`config.mk`:
```
export PLATFORM = sky130hd
export DESIGN_NAME = gate_arbiter
export DESIGN_NICKNAME = d
export VERILOG_FILES = /design/src/rtl/gate_arb_pkg.sv /design/src/rtl/gate_arbiter_bitwise_unit.sv /design/src/rtl/gate_arbiter.sv
export SDC_FILE = /design/constraint.sdc
export NUM_CORES = 1
export LEC_CHECK = 0
export BUFFER_PORTS_ARGS = -buffer_cell sky130_fd_sc_hd__buf_2
export CAP_MARGIN = 20
export CORE_MARGIN = 2
export CORE_UTILIZATION = 50
export CTS_CLUSTER_SIZE = 14
export DETAILED_ROUTE_END_ITERATION = 16
export HOLD_SLACK_MARGIN = 0.05
export PLACE_DENSITY = 0.92
export SKIP_LAST_GASP = 1
export SLEW_MARGIN = 20
export SYNTH_ARGS = -nofsm -noshare
export SYNTH_HDL_FRONTEND = slang
export SYNTH_HIERARCHICAL = 1
export SYNTH_SLANG_ARGS = --single-unit
```
`constraint.sdc`:
```
create_clock -name clk -period 2 [get_ports clk]
set_input_delay 0.4 -clock clk [delete_from_list [all_inputs] [get_ports clk]]
set_output_delay 0.4 -clock clk [all_outputs]
set_load 0.05 [all_outputs]
```
`src/rtl/gate_arb_pkg.sv`:
```
// Shared definitions for the gate arbiter: op codes and FSM state encoding.
package gate_arb_pkg;

   localparam logic [1:0] OP_AND  = 2'b00;
   localparam logic [1:0] OP_OR   = 2'b01;
   localparam logic [1:0] OP_XOR  = 2'b10;
   localparam logic [1:0] OP_NAND = 2'b11;

   typedef enum logic [1:0] {
      ST_IDLE = 2'b00,
      ST_EXEC = 2'b01,
      ST_RESP = 2'b10
   } state_t;

endpackage

```
`src/rtl/gate_arbiter_bitwise_unit.sv`:
```
// Combinational bitwise logic unit shared by all requesters of the gate arbiter.
module bitwise_unit
   import gate_arb_pkg::*;
#(
   parameter int unsigned WIDTH = 8
) (
   input  logic [1:0]       op,
   input  logic [WIDTH-1:0] a,
   input  logic [WIDTH-1:0] b,
   output logic [WIDTH-1:0] y
);

   // Select the requested bitwise function of the two operands.
   always_comb begin
      y = '0;
      case (op)
         OP_AND:  y = a & b;
         OP_OR:   y = a | b;
         OP_XOR:  y = a ^ b;
         OP_NAND: y = ~(a & b);
         default: y = '0;
      endcase
   end

endmodule

```
`src/rtl/gate_arbiter.sv`:
```
// Round-robin arbiter sharing one registered bitwise unit among NUM_REQ requesters.
// Each transaction runs accept (IDLE) -> execute (EXEC) -> respond (RESP).
module gate_arbiter
   import gate_arb_pkg::*;
#(
   parameter  int unsigned NUM_REQ = 4,
   parameter  int unsigned WIDTH   = 8,
   localparam int unsigned ID_W    = $clog2(NUM_REQ)
) (
   input  logic                     clk,
   input  logic                     rst_n,
   input  logic [NUM_REQ-1:0]       req_valid,
   output logic [NUM_REQ-1:0]       req_ready,
   input  logic [NUM_REQ*WIDTH-1:0] req_a,
   input  logic [NUM_REQ*WIDTH-1:0] req_b,
   input  logic [NUM_REQ*2-1:0]     req_op,
   output logic                     resp_valid,
   input  logic                     resp_ready,
   output logic [WIDTH-1:0]         resp_data,
   output logic [ID_W-1:0]          resp_id,
   output logic                     busy
);

   state_t            state_q, state_d;
   logic [ID_W-1:0]   rr_ptr_q, rr_ptr_d;
   logic [WIDTH-1:0]  a_q, a_d;
   logic [WIDTH-1:0]  b_q, b_d;
   logic [1:0]        op_q, op_d;
   logic [ID_W-1:0]   id_q, id_d;
   logic [WIDTH-1:0]  result_q, result_d;

   logic [WIDTH-1:0]  a_arr  [NUM_REQ];
   logic [WIDTH-1:0]  b_arr  [NUM_REQ];
   logic [1:0]        op_arr [NUM_REQ];

   logic              found;
   logic [ID_W-1:0]   winner;
   logic [ID_W-1:0]   idx;
   logic [WIDTH-1:0]  unit_y;

   // Unpack the flat requester buses into per-requester arrays.
   always_comb begin
      for (int unsigned i = 0; i < NUM_REQ; i++) begin
         a_arr[i]  = req_a[i*WIDTH +: WIDTH];
         b_arr[i]  = req_b[i*WIDTH +: WIDTH];
         op_arr[i] = req_op[i*2 +: 2];
      end
   end

   // Round-robin search starting at rr_ptr; index wraps naturally since NUM_REQ is a power of two.
   always_comb begin
      found  = 1'b0;
      winner = '0;
      idx    = '0;
      for (int unsigned k = 0; k < NUM_REQ; k++) begin
         idx = rr_ptr_q + ID_W'(k);
         if (!found && req_valid[idx]) begin
            found  = 1'b1;
            winner = idx;
         end
      end
   end

   bitwise_unit #(
      .WIDTH (WIDTH)
   ) u_unit (
      .op (op_q),
      .a  (a_q),
      .b  (b_q),
      .y  (unit_y)
   );

   // Next-state, grant and capture logic for the accept/execute/respond sequence.
   always_comb begin
      state_d   = state_q;
      rr_ptr_d  = rr_ptr_q;
      a_d       = a_q;
      b_d       = b_q;
      op_d      = op_q;
      id_d      = id_q;
      result_d  = result_q;
      req_ready = '0;
      case (state_q)
         ST_IDLE: begin
            if (found) begin
               req_ready[winner] = 1'b1;
               a_d      = a_arr[winner];
               b_d      = b_arr[winner];
               op_d     = op_arr[winner];
               id_d     = winner;
               rr_ptr_d = winner + ID_W'(1);
               state_d  = ST_EXEC;
            end
         end
         ST_EXEC: begin
            result_d = unit_y;
            state_d  = ST_RESP;
         end
         ST_RESP: begin
            if (resp_ready) begin
               state_d = ST_IDLE;
            end
         end
         default: state_d = ST_IDLE;
      endcase
   end

   // State and datapath registers with synchronous active-low reset.
   always_ff @(posedge clk) begin
      if (!rst_n) begin
         state_q  <= ST_IDLE;
         rr_ptr_q <= '0;
         a_q      <= '0;
         b_q      <= '0;
         op_q     <= '0;
         id_q     <= '0;
         result_q <= '0;
      end else begin
         state_q  <= state_d;
         rr_ptr_q <= rr_ptr_d;
         a_q      <= a_d;
         b_q      <= b_d;
         op_q     <= op_d;
         id_q     <= id_d;
         result_q <= result_d;
      end
   end

   assign resp_valid = (state_q == ST_RESP);
   assign busy       = (state_q != ST_IDLE);
   assign resp_data  = result_q;
   assign resp_id    = id_q;

endmodule

```
==> flow_metrics.env, run 1 <==
export IMPL_grt_pass1_wl_um=10500
export IMPL_fin_util_pct=67.6
export IMPL_cts_buffers=5
export IMPL_clkLatencyLatePin_ns=0.29
export IMPL_fin_crit_sh_pct=105
export IMPL_viasPerCell=5.55
export IMPL_htree_levels=2
export IMPL_arrival_ns=1.69
export IMPL_die_h_um=74.4
export IMPL_vias=2452
export IMPL_fin_nets=469
export IMPL_root_buffer="clkbuf_8"
export IMPL_synth_area_um2=2470
export IMPL_min_path_cells=3
export IMPL_maxCapViolCount=0
export IMPL_place_hpwl_um=5180
export IMPL_synth_area_leaders="dfxtp_1 (26%), mux2i_1 (16%), ha_1 (8.1%)"
export IMPL_post_drt_wl_per_cell_um=15.5
export IMPL_grt_ovfl_total=0
export IMPL_grtUsageMet3_pct=5.42
export IMPL_ys_warn_count=6
export IMPL_io_buffers=94
export IMPL_cts_buffer_depth=2
export IMPL_hold_ws_ns=0.408
export IMPL_r2r_start="rr_ptr_q[1]$_SDFFE_PN0P_"
export IMPL_drtIter0Drc=108
export IMPL_violations="setup timing"
export IMPL_drtPass1Iterations=4
export IMPL_ir_drop_v=0.000384
export IMPL_fin_ws_ns=-0.0925
export IMPL_cts_tree="yes"
export IMPL_yosysTopAreaCell="dfxtp_1"
export IMPL_route_final_wire_length_um=6870
export IMPL_skew_ns=0.00669
export IMPL_dieArea_um2=5530
export IMPL_fmax_mhz=478
export IMPL_antenna_found_initial=0
export IMPL_reg2reg_to="a_q[0]$_SDFFE_PN0P_"
export IMPL_areaGrowthSynthToFinish_pct=29.9
export IMPL_worstRegToRegCells=6
export IMPL_post_place_cells=433
export IMPL_die_w_um=74.4
export IMPL_rsz0062_at_grt="yes"
export IMPL_fin_cells=442
export IMPL_grt_busiest_layer="met2"
export IMPL_leakagePower_uw=0.00144
export IMPL_grt_usage_pct=25.1
export IMPL_synth_distinct_cells=36
export IMPL_gp_congestion=0.774
export IMPL_seq_area_frac_synth_pct=25.9
export IMPL_power_uw=2540
export IMPL_max_slew_margin_pct=60.2
export IMPL_powerDensity_nw_per_um2=790
export IMPL_path_max_fanout=5
export IMPL_synth_top_area_share_pct=25.9
export IMPL_final_antenna_net_count=0
export IMPL_mostFrequentLayoutCell="buf_2"
export IMPL_finalHoldViolations=0
export IMPL_met1_usage_pct=30.5
export IMPL_ys_ff_latch=32
export IMPL_num_rows=25
export IMPL_grt_pass1_vias=2247
export IMPL_syn_nets=372
export IMPL_drc_errors=0
export IMPL_endpoint_kind="output pin"
export IMPL_critPathRequiredTime_ns=1.60
export IMPL_finalSetupViolCount=3
export IMPL_min_from="req_a[23]"
export IMPL_syn_avg_cell_area_um2=8.93
export IMPL_rrSetupSlack_ns=0.14
export IMPL_grt_max_degree=21
export IMPL_min_path_type="primary input to flop"
export IMPL_holdPathEnd="a_q[7]$_SDFFE_PN0P_"
export IMPL_grtUsageMet2_pct=43.4
export IMPL_drv_slew=0
export IMPL_path_clk_slew_ns=0.07
export IMPL_crit_type="flop to output pin"
export IMPL_layout_drive_gt1_share_pct=40.3
export IMPL_status="finished, violations left"
export IMPL_start_kind="flop"
export IMPL_mostFrequentLayoutCells="buf_2 (90), mux2i_1 (39), nand2_1 (32)"
export IMPL_start_util_pct=52.1
export IMPL_cts_num_sinks=32
export IMPL_worst_pin_slew_ns=0.595
export IMPL_antennaDiodeCount=0
export IMPL_coreArea_um2=4750
export IMPL_period_minus_slack_ns=2.09
export IMPL_netlist_instances=277
export IMPL_pin_count=95
-- Yosys cell counts --
cell type,count
a21boi_0,8
a21boi_1,1
a21o_1,10
a21o_4,4
a21oi_1,4
a311oi_2,1
and2_1,3
and3_4,1
buf_12,2
buf_2,7
buf_4,2
buf_6,4
clkbuf_1,6
dfxtp_1,32
ha_1,16
inv_1,18
mux2_2,6
mux2_4,2
mux2i_1,40
nand2_1,34
nand2_4,1
nand2b_1,3
nand3_1,5
nand4_1,13
nor2_1,6
nor2b_1,4
nor3_1,3
o211ai_1,13
o21a_1,1
o21ai_0,3
o21ai_4,1
o221ai_1,5
o31ai_1,13
or2_2,3
or4_4,1
xnor2_1,1
-- through the flow --
step	area, um^2	TNS, ns	setup WS, ns
finish	3220	-0.154	-0.0925
global route	3220	-0.429	-0.146
CTS	3180	-0.148	-0.0776
detailed placement	3050	-0.145	-0.0612
global placement	3050	-0.0212	-0.0180
floorplan	2520	-0.0234	-0.0234
-- worst max-delay path: stages, from the launching register on --
cell and delay, ns:
dfxtp_4 0.39, mux2i_4 0.24, nor2_2 0.08, nor3_4 0.24, nand2_2 0.14, nor2_4 0.15, buf_6 0.16
-- logic make-up (layout without fill, tap and decap cells) --
family	count (synthesis)	in the layout	synth area share, %
AO/OA/AOI/OAI	64	64	20.8
multiplexers	48	48	20.1
flip-flops	32	32	25.9
adder cells (fa/ha/maj)	16	16	8.09
XOR/XNOR	1	1	0.354
AND/OR/NAND/NOR	77	77	15.6
buffers and inverters	39	137	9.10
-- repair_timing --
| item | CTS | global route |
|---|---|---|
| pin swaps | 4 | 4 |
| resized for setup | 12 | 8 |
| setup buffers | 1 | 0 |
| setup endpoints to repair | 4 | 4 |
| hold buffers | 0 | 0 |
-- flip-flops by register name, summed over array words and instances, names as in the netlist --
| signal | flops |
|---|---|
| a_q | 8 |
| b_q | 8 |
| resp_data | 8 |
| op_q | 2 |
| resp_id | 2 |
| rr_ptr_q | 2 |
| state_q | 2 |
-- layout make-up --
type                    instances  area, um^2
well taps                      67        83.8
clock buffers                   8        90.1
repair buffers                111         639
inverters                      18        67.6
multi-input cells             206        1690
flip-flops and latches         32         646
fillers                       381        1540
-- where the power goes --
part | internal [uW] | switching (uW) | total (uW)
Combinational | 539 | 649 | 1190
Sequential | 740 | 95.2 | 835
Clock | 280 | 236 | 517
Total | 1560 | 980 | 2540
-- worst max path at each step --
stage                                   startpoint            to  slack, ns  cells past startpoint
after floorplan                       req_valid[2]  req_ready[0]      -0.02                      4
after global placement                req_valid[0]  req_ready[1]      -0.02                      6
after detailed placement              req_valid[2]  req_ready[1]      -0.06                      7
after CTS                 rr_ptr_q[1]$_SDFFE_PN0P_  req_ready[1]      -0.08                      6
after global routing      rr_ptr_q[1]$_SDFFE_PN0P_  req_ready[1]      -0.15                      6
final                     rr_ptr_q[1]$_SDFFE_PN0P_  req_ready[1]      -0.09                      6
-- routing by layer --
| layer | vias up | routed length (um) |
|---|---|---|
| met3 | 23 | 411 |
| met4 | 0 | 189 |
| met1 | 1144 | 2740 |
| met2 | 89 | 3530 |
| met5 | - | 0 |
| li1 | 1196 | - |
No activity file was read; power rests on OpenSTA's default activity.
==> run 2, diff against run 1 <==
- CORE_UTILIZATION: 50 -> 51
- CTS_BUF_LIST: not set -> sky130_fd_sc_hd__clkbuf_8
- GPL_TIMING_DRIVEN: not set -> 0
- PLACE_DENSITY: 0.92 -> 0.94
- clock period: 2 -> 2.1 ns (I/O delays scaled with it)
==> run 2 against run 1 <==
  * The run still ends with setup timing left
  * Die area decreased by 1.9%
  * Sequential power down 5.7%
  * Wire length rose by 11%
  * Design area rose by 3.3%
  * Clock power is essentially flat
  * Critical endpoint is now req_ready[3]
  * Largest cell class unchanged
==> flow_metrics.env, run 2 (same netlist as run 1, synthesis figures left out) <==
export IMPL_post_drt_wl_per_cell_um=17.4
export IMPL_coreArea_um2=4690
export IMPL_fin_ws_ns=-0.0293
export IMPL_holdPathEnd="a_q[4]$_SDFFE_PN0P_"
export IMPL_crit_type="flop to output pin"
export IMPL_path_buf_inv=3
export IMPL_fin_util_pct=70.8
export IMPL_finalHoldViolations=0
export IMPL_leakagePower_uw=0.00149
export IMPL_gp_congestion=0.841
export IMPL_power_uw=2530
export IMPL_cts_buffer_depth=2
export IMPL_fin_nets=479
export IMPL_areaGrowthSynthToFinish_pct=34.2
export IMPL_fmax_mhz=470
export IMPL_die_h_um=73.7
export IMPL_final_antenna_net_count=0
export IMPL_path_max_fanout=5
export IMPL_io_buffers=94
export IMPL_reg2reg_to="a_q[0]$_SDFFE_PN0P_"
export IMPL_layout_drive_gt1_share_pct=42.1
export IMPL_cts_num_sinks=32
export IMPL_ctsHoldBuffers=0
export IMPL_pin_count=95
export IMPL_multi_input_area_um2=1730
export IMPL_worstRegToRegCells=9
export IMPL_drtIter0Drc=120
export IMPL_critPathSlowestCell="dfxtp_4"
export IMPL_worst_pin_slew_ns=0.603
export IMPL_min_from="req_a[20]"
export IMPL_tns_ns=-0.0555
export IMPL_top_layer_used="met4"
export IMPL_skew_ns=0.00577
export IMPL_rrSetupSlack_ns=0.11
export IMPL_dpl_cell_area_um2=3040
export IMPL_num_rows=25
export IMPL_endpoint_kind="output pin"
export IMPL_ir_drop_v=0.000362
export IMPL_finalSetupViolCount=3
export IMPL_die_w_um=73.7
export IMPL_drv_slew=0
export IMPL_max_slew_margin_pct=59.8
export IMPL_grt_max_degree=11
export IMPL_min_path_cells=3
export IMPL_powerDensity_nw_per_um2=762
export IMPL_final_seq_area_um2=646
export IMPL_fin_crit_sh_pct=101
export IMPL_htree_levels=2
export IMPL_route_final_wire_length_um=7650
export IMPL_start_kind="flop"
export IMPL_fin_cells=439
export IMPL_post_place_cells=425
export IMPL_drc_errors=0
export IMPL_crit_path_start="rr_ptr_q[1]$_SDFFE_PN0P_"
export IMPL_vias=2613
export IMPL_path_depth=8
export IMPL_start_util_pct=52.7
export IMPL_place_hpwl_um=5530
export IMPL_dieArea_um2=5430
export IMPL_met2_length_um=3870
export IMPL_status="finished, violations left"
export IMPL_mostFrequentLayoutCell="buf_2"
export IMPL_grt_pass1_wl_um=11400
export IMPL_cp_slowest_stage_delay_ns=0.40
export IMPL_root_buffer="clkbuf_8"
export IMPL_maxCapViolCount=0
export IMPL_grt_pass1_vias=2574
export IMPL_mostFrequentLayoutCells="buf_2 (96), mux2i_1 (39), nand2_1 (32)"
export IMPL_period_minus_slack_ns=2.13
export IMPL_worstPathCellList="mux2i_4 -> nor2_2 -> nor3_2 -> buf_4 -> buf_12 -> nand2_8 -> nor2_4 -> buf_8"
export IMPL_drt_met1_wl_um=2910
export IMPL_critPathRequiredTime_ns=1.68
export IMPL_antenna_found_initial=0
export IMPL_cts_buffers=5
export IMPL_min_path_type="primary input to flop"
export IMPL_critical_path_top_delay_family="buffers and inverters"
export IMPL_grt_ovfl_total=0
export IMPL_cts_tree="yes"
export IMPL_drtPass1Iterations=4
export IMPL_routed_wl_met3_um=560
export IMPL_antennaDiodeCount=0
export IMPL_clkLatencyLatePin_ns=0.30
export IMPL_n_fill_cell=340
export IMPL_arrival_ns=1.71
export IMPL_rsz0062_at_grt="yes"
export IMPL_grt_usage_pct=27.8
export IMPL_finalInstanceArea_um2=3320
export IMPL_path_clk_slew_ns=0.07
export IMPL_r2r_start="rr_ptr_q[1]$_SDFFE_PN0P_"
export IMPL_viasPerCell=5.95
export IMPL_violations="setup timing"
-- run 2: changes by cell type in the layout (fill, tap and decap cells not counted), moves of 2 or more --
cell,delta
buf_4,-8
buf_12,+2
buf_2,+6
clkinv_2,+2
buf_6,+4
clkbuf_1,+4
-- run 2: routing by layer --
layer	global-route usage, %	up-vias
met5	0	-
met4	15.6	0
met3	9.33	38
met2	47.6	132
met1	29.8	1226
li1	-	1217
-- run 2: worst max path at each step --
stage                   end  slack (ns)
6_report       req_ready[3]       -0.03
5_1_grt        req_ready[3]       -0.12
4_1_cts        req_ready[3]       -0.06
3_5_place_dp   req_ready[3]       -0.30
3_3_place_gp   req_ready[1]       -0.28
2_1_floorplan  req_ready[1]       -0.09
-- run 2: cell type report --
cell class                      instances  share of cell area [%]
Multi-Input combinational cell        206                    52.1
Timing Repair Buffer                  100                    16.4
Buffer                                 21                    5.20
Sequential cell                        32                    19.4
Clock inverter                          2                   0.301
Inverter                               18                    2.03
Tap cell                               54                    2.03
Clock buffer                            6                    2.49
-- run 2: where the power goes --
group	leakage, uW	internal (uW)	switching [uW]	total (uW)
Sequential	0.000264	704	82.2	787
Combinational	0.00118	559	671	1230
Clock	0.0000510	262	252	514
-- run 2: tightest hold or removal path, stage by stage --
cell and delay [ns]:
buf_2 0.07, mux2i_1 0.05, o211ai_1 0.14
-- run 2: per-stage QoR --
stage | setup WS, ns | hold slack (ns)
2_1_floorplan | -0.0943 | 0.441
3_3_place_gp | -0.282 | 0.447
3_5_place_dp | -0.300 | 0.455
4_1_cts | -0.0591 | 0.420
5_1_grt | -0.116 | 0.428
6_report | -0.0293 | 0.422
-- run 2: what timing repair did --
action,CTS,global route
setup buffers,5,1
setup endpoints to repair,4,4
gates resized for setup,23,14
pin swaps,5,3
